$ cat src/rtl/input_debounce_if.sv
// Pin-conditioning bundle: raw pins in, clean levels and edge pulses out.
// The debouncer takes the slave side; the pin source and the consumers take the master side.
interface input_debounce_if #(
    parameter int NCH = 4
);
    logic [NCH-1:0] pin_in;
    logic [NCH-1:0] level_out;
    logic [NCH-1:0] rise_pulse;
    logic [NCH-1:0] fall_pulse;
    logic [NCH-1:0] toggle_out;

    modport master (
        output pin_in,
        input  level_out,
        input  rise_pulse,
        input  fall_pulse,
        input  toggle_out
    );

    modport slave (
        input  pin_in,
        output level_out,
        output rise_pulse,
        output fall_pulse,
        output toggle_out
    );
endinterface

$ cat src/rtl/input_debounce.sv
// Purpose: 2-flop sync + per-channel stability-counter debounce with registered rise/fall pulses (toggle state under DEBOUNCE_TOGGLE_EN).
// Latency: a clean pin step reaches level_out DEBOUNCE_CYCLES+2 clk cycles later; pulses coincide with the new level.
// Backpressure: none, free-running every cycle; channels are independent.
module input_debounce #(
    parameter int NCH             = 4,
    parameter int DEBOUNCE_CYCLES = 48000,
    parameter int CNT_W           = 16
) (
    input  logic          clk,
    input  logic          rst,
    input_debounce_if.slave io
);

    if (DEBOUNCE_CYCLES < 1 || longint'(DEBOUNCE_CYCLES) > ((longint'(1) << CNT_W) - 1)) begin : g_bad_cfg
        $error("input_debounce: DEBOUNCE_CYCLES must be in 1 .. 2**CNT_W-1");
    end

    localparam logic [CNT_W-1:0] CNT_LAST = CNT_W'(DEBOUNCE_CYCLES - 1);

    logic [NCH-1:0]   s1_q;
    logic [NCH-1:0]   s2_q;
    logic [NCH-1:0]   level_q;
    logic [NCH-1:0]   level_nxt;
    logic [NCH-1:0]   rise_q;
    logic [NCH-1:0]   fall_q;
    logic [CNT_W-1:0] cnt_q   [NCH];
    logic [CNT_W-1:0] cnt_nxt [NCH];

    // The counter is the per-channel state: zero means stable, non-zero means a
    // mismatch run is being qualified. Any matching cycle drops it back to zero.
    always_comb begin
        level_nxt = level_q;
        for (int i = 0; i < NCH; i++) begin
            cnt_nxt[i] = '0;
            if (s2_q[i] == level_q[i]) begin
                cnt_nxt[i] = '0;
            end else if (cnt_q[i] == CNT_LAST) begin
                level_nxt[i] = s2_q[i];
                cnt_nxt[i]   = '0;
            end else begin
                cnt_nxt[i] = cnt_q[i] + CNT_W'(1);
            end
        end
    end

    always_ff @(posedge clk or posedge rst) begin
        if (rst) begin
            s1_q    <= '0;
            s2_q    <= '0;
            level_q <= '0;
            rise_q  <= '0;
            fall_q  <= '0;
            for (int i = 0; i < NCH; i++) begin
                cnt_q[i] <= '0;
            end
        end else begin
            s1_q    <= io.pin_in;
            s2_q    <= s1_q;
            level_q <= level_nxt;
            rise_q  <= level_nxt & ~level_q;
            fall_q  <= ~level_nxt & level_q;
            for (int i = 0; i < NCH; i++) begin
                cnt_q[i] <= cnt_nxt[i];
            end
        end
    end

    assign io.level_out  = level_q;
    assign io.rise_pulse = rise_q;
    assign io.fall_pulse = fall_q;

`ifdef DEBOUNCE_TOGGLE_EN
    logic [NCH-1:0] toggle_q;

    // Flips the cycle after each rise pulse: push-on/push-off control.
    always_ff @(posedge clk or posedge rst) begin
        if (rst) begin
            toggle_q <= '0;
        end else begin
            toggle_q <= toggle_q ^ rise_q;
        end
    end

    assign io.toggle_out = toggle_q;
`else
    assign io.toggle_out = '0;
`endif

endmodule
$ cat src/flat_wrapper.sv
// flat-port wrapper written by rule: the top's interface ports become plain ports
module input_debounce_flat 
#(
    parameter int NCH             = 4,
    parameter int DEBOUNCE_CYCLES = 48000,
    parameter int CNT_W           = 16
)
  (clk, rst, io_pin_in, io_level_out, io_rise_pulse, io_fall_pulse, io_toggle_out);
  input_debounce_if #(.NCH(NCH)) io_i ();
  input  logic clk;
  input  logic rst;
  input wire logic [$bits(io_i.pin_in)-1:0] io_pin_in;
  output wire logic [$bits(io_i.level_out)-1:0] io_level_out;
  output wire logic [$bits(io_i.rise_pulse)-1:0] io_rise_pulse;
  output wire logic [$bits(io_i.fall_pulse)-1:0] io_fall_pulse;
  output wire logic [$bits(io_i.toggle_out)-1:0] io_toggle_out;
  assign io_i.pin_in = io_pin_in;
  assign io_level_out = io_i.level_out;
  assign io_rise_pulse = io_i.rise_pulse;
  assign io_fall_pulse = io_i.fall_pulse;
  assign io_toggle_out = io_i.toggle_out;
  input_debounce #(.NCH(NCH), .DEBOUNCE_CYCLES(DEBOUNCE_CYCLES), .CNT_W(CNT_W)) u_core (.clk(clk), .rst(rst), .io(io_i));
endmodule
$ cat config.mk
export PLATFORM = sky130hd
export DESIGN_NAME = input_debounce_flat
export DESIGN_NICKNAME = d
export VERILOG_FILES = /design/src/rtl/input_debounce_if.sv /design/src/rtl/input_debounce.sv /design/src/flat_wrapper.sv
export SDC_FILE = /design/constraint.sdc
export NUM_CORES = 1
export LEC_CHECK = 0
export BUFFER_PORTS_ARGS = -buffer_cell sky130_fd_sc_hd__buf_2
export CELL_PAD_IN_SITES_DETAIL_PLACEMENT = 1
export CELL_PAD_IN_SITES_GLOBAL_PLACEMENT = 1
export CORE_AREA = 4 4 100 102
export DETAILED_ROUTE_END_ITERATION = 7
export DIE_AREA = 0 0 104 106
export PLACE_DENSITY = 0.77
export SYNTH_ARGS = -nofsm -noshare
export SYNTH_HDL_FRONTEND = slang
export SYNTH_SLANG_ARGS = --single-unit
$ cat constraint.sdc
create_clock -name clk -period 2.4 [get_ports clk]
set_input_delay 0.12 -clock clk [delete_from_list [all_inputs] [get_ports clk]]
set_output_delay 0.12 -clock clk [all_outputs]
set_load 0.02 [all_outputs]
==> PnR_summary.wiki <==
{| class="wikitable"
! Metric !! Value
|-
| Run status || complete, no violations
|-
| Sw Share || around 23%
|-
| Number of global-route vias before repair || about 2900
|-
| Filler cell count || approximately 1000
|-
| Sort of element at the end of the critical path || flop
|-
| Post-synthesis instance area || roughly 3800 sq um
|-
| Core Region || 9110 sq um
|-
| First-pass detailed-route iteration total || 4
|-
| Share of post-route cells with drive strength above 1 || 14.0%
|-
| Num CTS Buffers || 9
|-
| Max-slew violations || 0
|-
| Count of different cell masters after synthesis || 34
|-
| Required time worst endpoint || between 2 and 3 ns
|-
| Arrival time of the worst setup path || 2.29 ns
|-
| Wire length reported by the detailed router || about 7400 um
|-
| Residual DRC || 0
|-
| Clock network fraction of total power || a little over a third
|-
| Portion of total power attributed to combinational logic || approximately 4.3%
|-
| Setup_tns || 0 ns
|-
| Crit Path Class || flop to flop
|-
| CTS Root Buffer Type || sky130_fd_sc_hd__clkbuf_8
|-
| Worst hold margin || roughly 0.36 ns
|-
| Starting density of the core || roughly two fifths
|-
| Sum of net half-perimeters after detailed placement || 5310 um
|-
| Commonest cells after routing, fill and taps aside || sky130_fd_sc_hd__dfrtp_1, sky130_fd_sc_hd__nor2_1, sky130_fd_sc_hd__xnor2_1, sky130_fd_sc_hd__nand3_1
|-
| Worst Skew || slightly below 0.006 ns
|-
| Horizontal extent of the die || roughly 100 um
|-
| Via count || 2668
|-
| Syn avg cell area || around 11 sq um
|-
| Setup repair after global routing missed its margin || false
|-
| Classification of the worst-slack hold path || flop to flop
|-
| Area used by multi-input combinational logic || around 1600 sq um
|-
| Number of antenna violations at the first check in global routing || 0
|-
| GP Congestion || slightly below 0.8
|-
| Leakage component of the power || 1.79 nW
|-
| CTS H-tree lvls || 3
|-
| Top achievable clock speed || roughly 480 MHz
|-
| Vias per inst || between 5 and 6
|-
| Most common cell after layout, fill and taps aside || sky130_fd_sc_hd__dfrtp_1
|-
| Switching component of the power || 0.553 mW
|-
| # rows || 35
|-
| Post-placement cell count || between 400 and 500
|-
| Warning count from the yosys run || 0
|-
| Share of the cycle needed by the critical path after routing || 86.4%
|-
| Actual slew at the worst max-slew pin || approximately 0.64 ns
|-
| Post-route non-filler standard cell count || 510
|-
| Number of port buffers || 17
|-
| Area growth from synthesis to layout || 12.6%
|-
| Number of nets in the finished design || 404
|-
| Final hold vios || 0
|-
| GRT Util Overall || about 15%
|-
| Worst setup slack after placement || between 0.3 and 0.4 ns
|-
| Crit path setup slack, layout || around 0.33 ns
|-
| Fin crit period || slightly above 2 ns
|-
| Wire length of the first global-routing pass || approximately 14000 um
|-
| Peak VDD IR || 0.263 mV
|-
| Startpoint Class || flop
|-
| Sequential-to-total area share from yosys stat || 55.3%
|-
| Diodes inserted || 0
|-
| Count of max-cap constraint violations || 0
|-
| GRT overflow || 0
|-
| Die boundary height || around 110 um
|-
| Cell internal power dissipation || 1.88 mW
|-
| Maximum number of buffers from clock root to sink || 2
|-
| Number of placed I/O pins || 22
|-
| Pwr/cell area || 568 nW/um^2
|-
| Number of buffers inserted to repair setup after CTS || 0
|-
| Headroom to the max-slew limit || around 57%
|-
| Part of the total power dissipated in sequential elements || about three fifths
|-
| Count of final setup violators || 0
|-
| Full die area || between 10000 and 15000 sq um
|-
| Antenna Violating Nets Remaining || 0
|-
| Count of routing violations after the opening detailed-route iteration || 89
|-
| Register clock-pin slew on the reported worst setup and hold paths || 0.08 ns
|-
| Sinks on the clock net || 84
|-
| Largest net degree at the start of global routing || 36
|-
| Clock tree from TritonCTS || done
|-
| Register bit count reported by yosys || 84
|-
| Worst Path Max Fanout || 14
|-
| Sequential standard cell area || approximately 2100 sq um
|-
| Final routed wire length divided by cell count || 14.5 um
|-
| Gate count after technology mapping || roughly 360
|-
| Clock Latency Late Sink || 0.35 ns
|}
layout make-up:
type | instances | share of cell area [%]
clock buffer | 14 | 3.57
inverter | 11 | 0.994
timing repair buffer | 32 | 5.20
tap | 111 | 3.24
clock inverter | 2 | 0.234
multi-input combinational | 256 | 37.6
sequential | 84 | 49.1
synthesized netlist by cell type:
cell | count | area, sq um
sky130_fd_sc_hd__a21oi_1 | 1 | 5.00
sky130_fd_sc_hd__or4_4 | 3 | 33.8
sky130_fd_sc_hd__conb_1 | 1 | 3.75
sky130_fd_sc_hd__nand3_1 | 23 | 115
sky130_fd_sc_hd__buf_2 | 2 | 10.0
sky130_fd_sc_hd__dfrtp_1 | 84 | 2100
sky130_fd_sc_hd__ha_1 | 4 | 50.1
sky130_fd_sc_hd__or3_4 | 2 | 22.5
sky130_fd_sc_hd__buf_4 | 5 | 37.5
sky130_fd_sc_hd__and2_1 | 1 | 6.26
sky130_fd_sc_hd__xor2_1 | 13 | 114
sky130_fd_sc_hd__or3_1 | 4 | 25.0
sky130_fd_sc_hd__nor2_1 | 65 | 244
sky130_fd_sc_hd__inv_1 | 11 | 41.3
sky130_fd_sc_hd__and4_1 | 3 | 26.3
sky130_fd_sc_hd__o31ai_2 | 2 | 25.0
sky130_fd_sc_hd__or4_1 | 1 | 7.51
sky130_fd_sc_hd__a21boi_0 | 3 | 22.5
sky130_fd_sc_hd__o21ai_0 | 4 | 20.0
sky130_fd_sc_hd__and3_1 | 4 | 25.0
sky130_fd_sc_hd__nor3_1 | 12 | 60.1
sky130_fd_sc_hd__xnor2_1 | 43 | 377
sky130_fd_sc_hd__nor4_1 | 15 | 93.8
sky130_fd_sc_hd__or4b_1 | 1 | 10.0
sky130_fd_sc_hd__nand2_1 | 17 | 63.8
sky130_fd_sc_hd__nand4_1 | 12 | 75.1
sky130_fd_sc_hd__nor4b_1 | 1 | 8.76
sky130_fd_sc_hd__or2_2 | 2 | 12.5
sky130_fd_sc_hd__mux2_4 | 2 | 30.0
sky130_fd_sc_hd__clkbuf_1 | 3 | 11.3
sky130_fd_sc_hd__a31o_2 | 1 | 8.76
sky130_fd_sc_hd__mux2_2 | 2 | 22.5
sky130_fd_sc_hd__nor3b_1 | 9 | 67.6
sky130_fd_sc_hd__nand4_2 | 2 | 25.0
metrics by stage:
stage	area, sq um	util [%]	total power, mW
after global placement	4070	44.7	1.58
after floorplan	3810	-	1.56
after global routing	4280	47.0	2.56
after detailed placement	4070	44.7	1.59
after CTS	4280	47.0	2.48
final	4280	47.0	2.43
power groups by stage:
stage               combinational (mW)  clock (mW)  sequential [mW]
floorplan                       0.0732           0             1.48
global placement                0.0979           0             1.49
detailed placement               0.102           0             1.49
CTS                              0.109       0.909             1.46
global route                     0.122       0.973             1.47
finish                           0.104       0.865             1.46
registers in the layout, summed over array words and instances (netlist names):
register and flops:
u_core.s1_q 4, u_core.s2_q 4, u_core.io.level_out 4, u_core.cnt_q 64, u_core.io.rise_pulse 4, u_core.io.fall_pulse 4
cells by family (layout without fill, tap and decap cells):
logic type	count (synthesis)	in the layout	synth area share [%]
buf+inv	21	59	2.63
other cells	1	4	0.0986
flops	84	84	55.3
compound gates	11	11	2.14
xor+xnor	56	56	12.9
simple gates	177	177	24.3
fa+ha+maj	4	4	1.32
mux	4	4	1.38
worst max-delay path, cell delays in order, from the launching register on:
cell,delay (ns)
sky130_fd_sc_hd__dfrtp_1,0.42
sky130_fd_sc_hd__or4b_1,0.52
sky130_fd_sc_hd__or4_4,0.46
sky130_fd_sc_hd__nand2_1,0.41
sky130_fd_sc_hd__nor2_1,0.12
what timing repair did:
action	in CTS	in global routing
hold buffers	5	0
resized for setup	0	0
endpoints found under the hold margin	37	0
final timing paths:
kind                             startpoint                to  slack [ns]  depth (start not counted)
setup / recovery           u_core.cnt_q[39]  u_core.cnt_q[40]        0.33                          4
hold / removal               u_core.s1_q[0]    u_core.s2_q[0]        0.36                          0
setup reg to reg           u_core.cnt_q[39]  u_core.cnt_q[40]        0.33                          4
hold reg to reg              u_core.s1_q[0]    u_core.s2_q[0]        0.36                          0
max in group asynchronous               rst  u_core.cnt_q[44]        1.31                          4
min in group asynchronous               rst    u_core.s2_q[3]        0.39                          3
routing by layer:
| layer | vias up | track usage [%] | wire [um] |
|---|---|---|---|
| met5 | - | 0 | 0 |
| met4 | 0 | 3.99 | 67 |
| met3 | 5 | 4.25 | 237 |
| met2 | 37 | 25.5 | 3650 |
| met1 | 1344 | 18.9 | 3440 |
| li1 | 1282 | - | - |
Power figures use the tool's default switching activity.
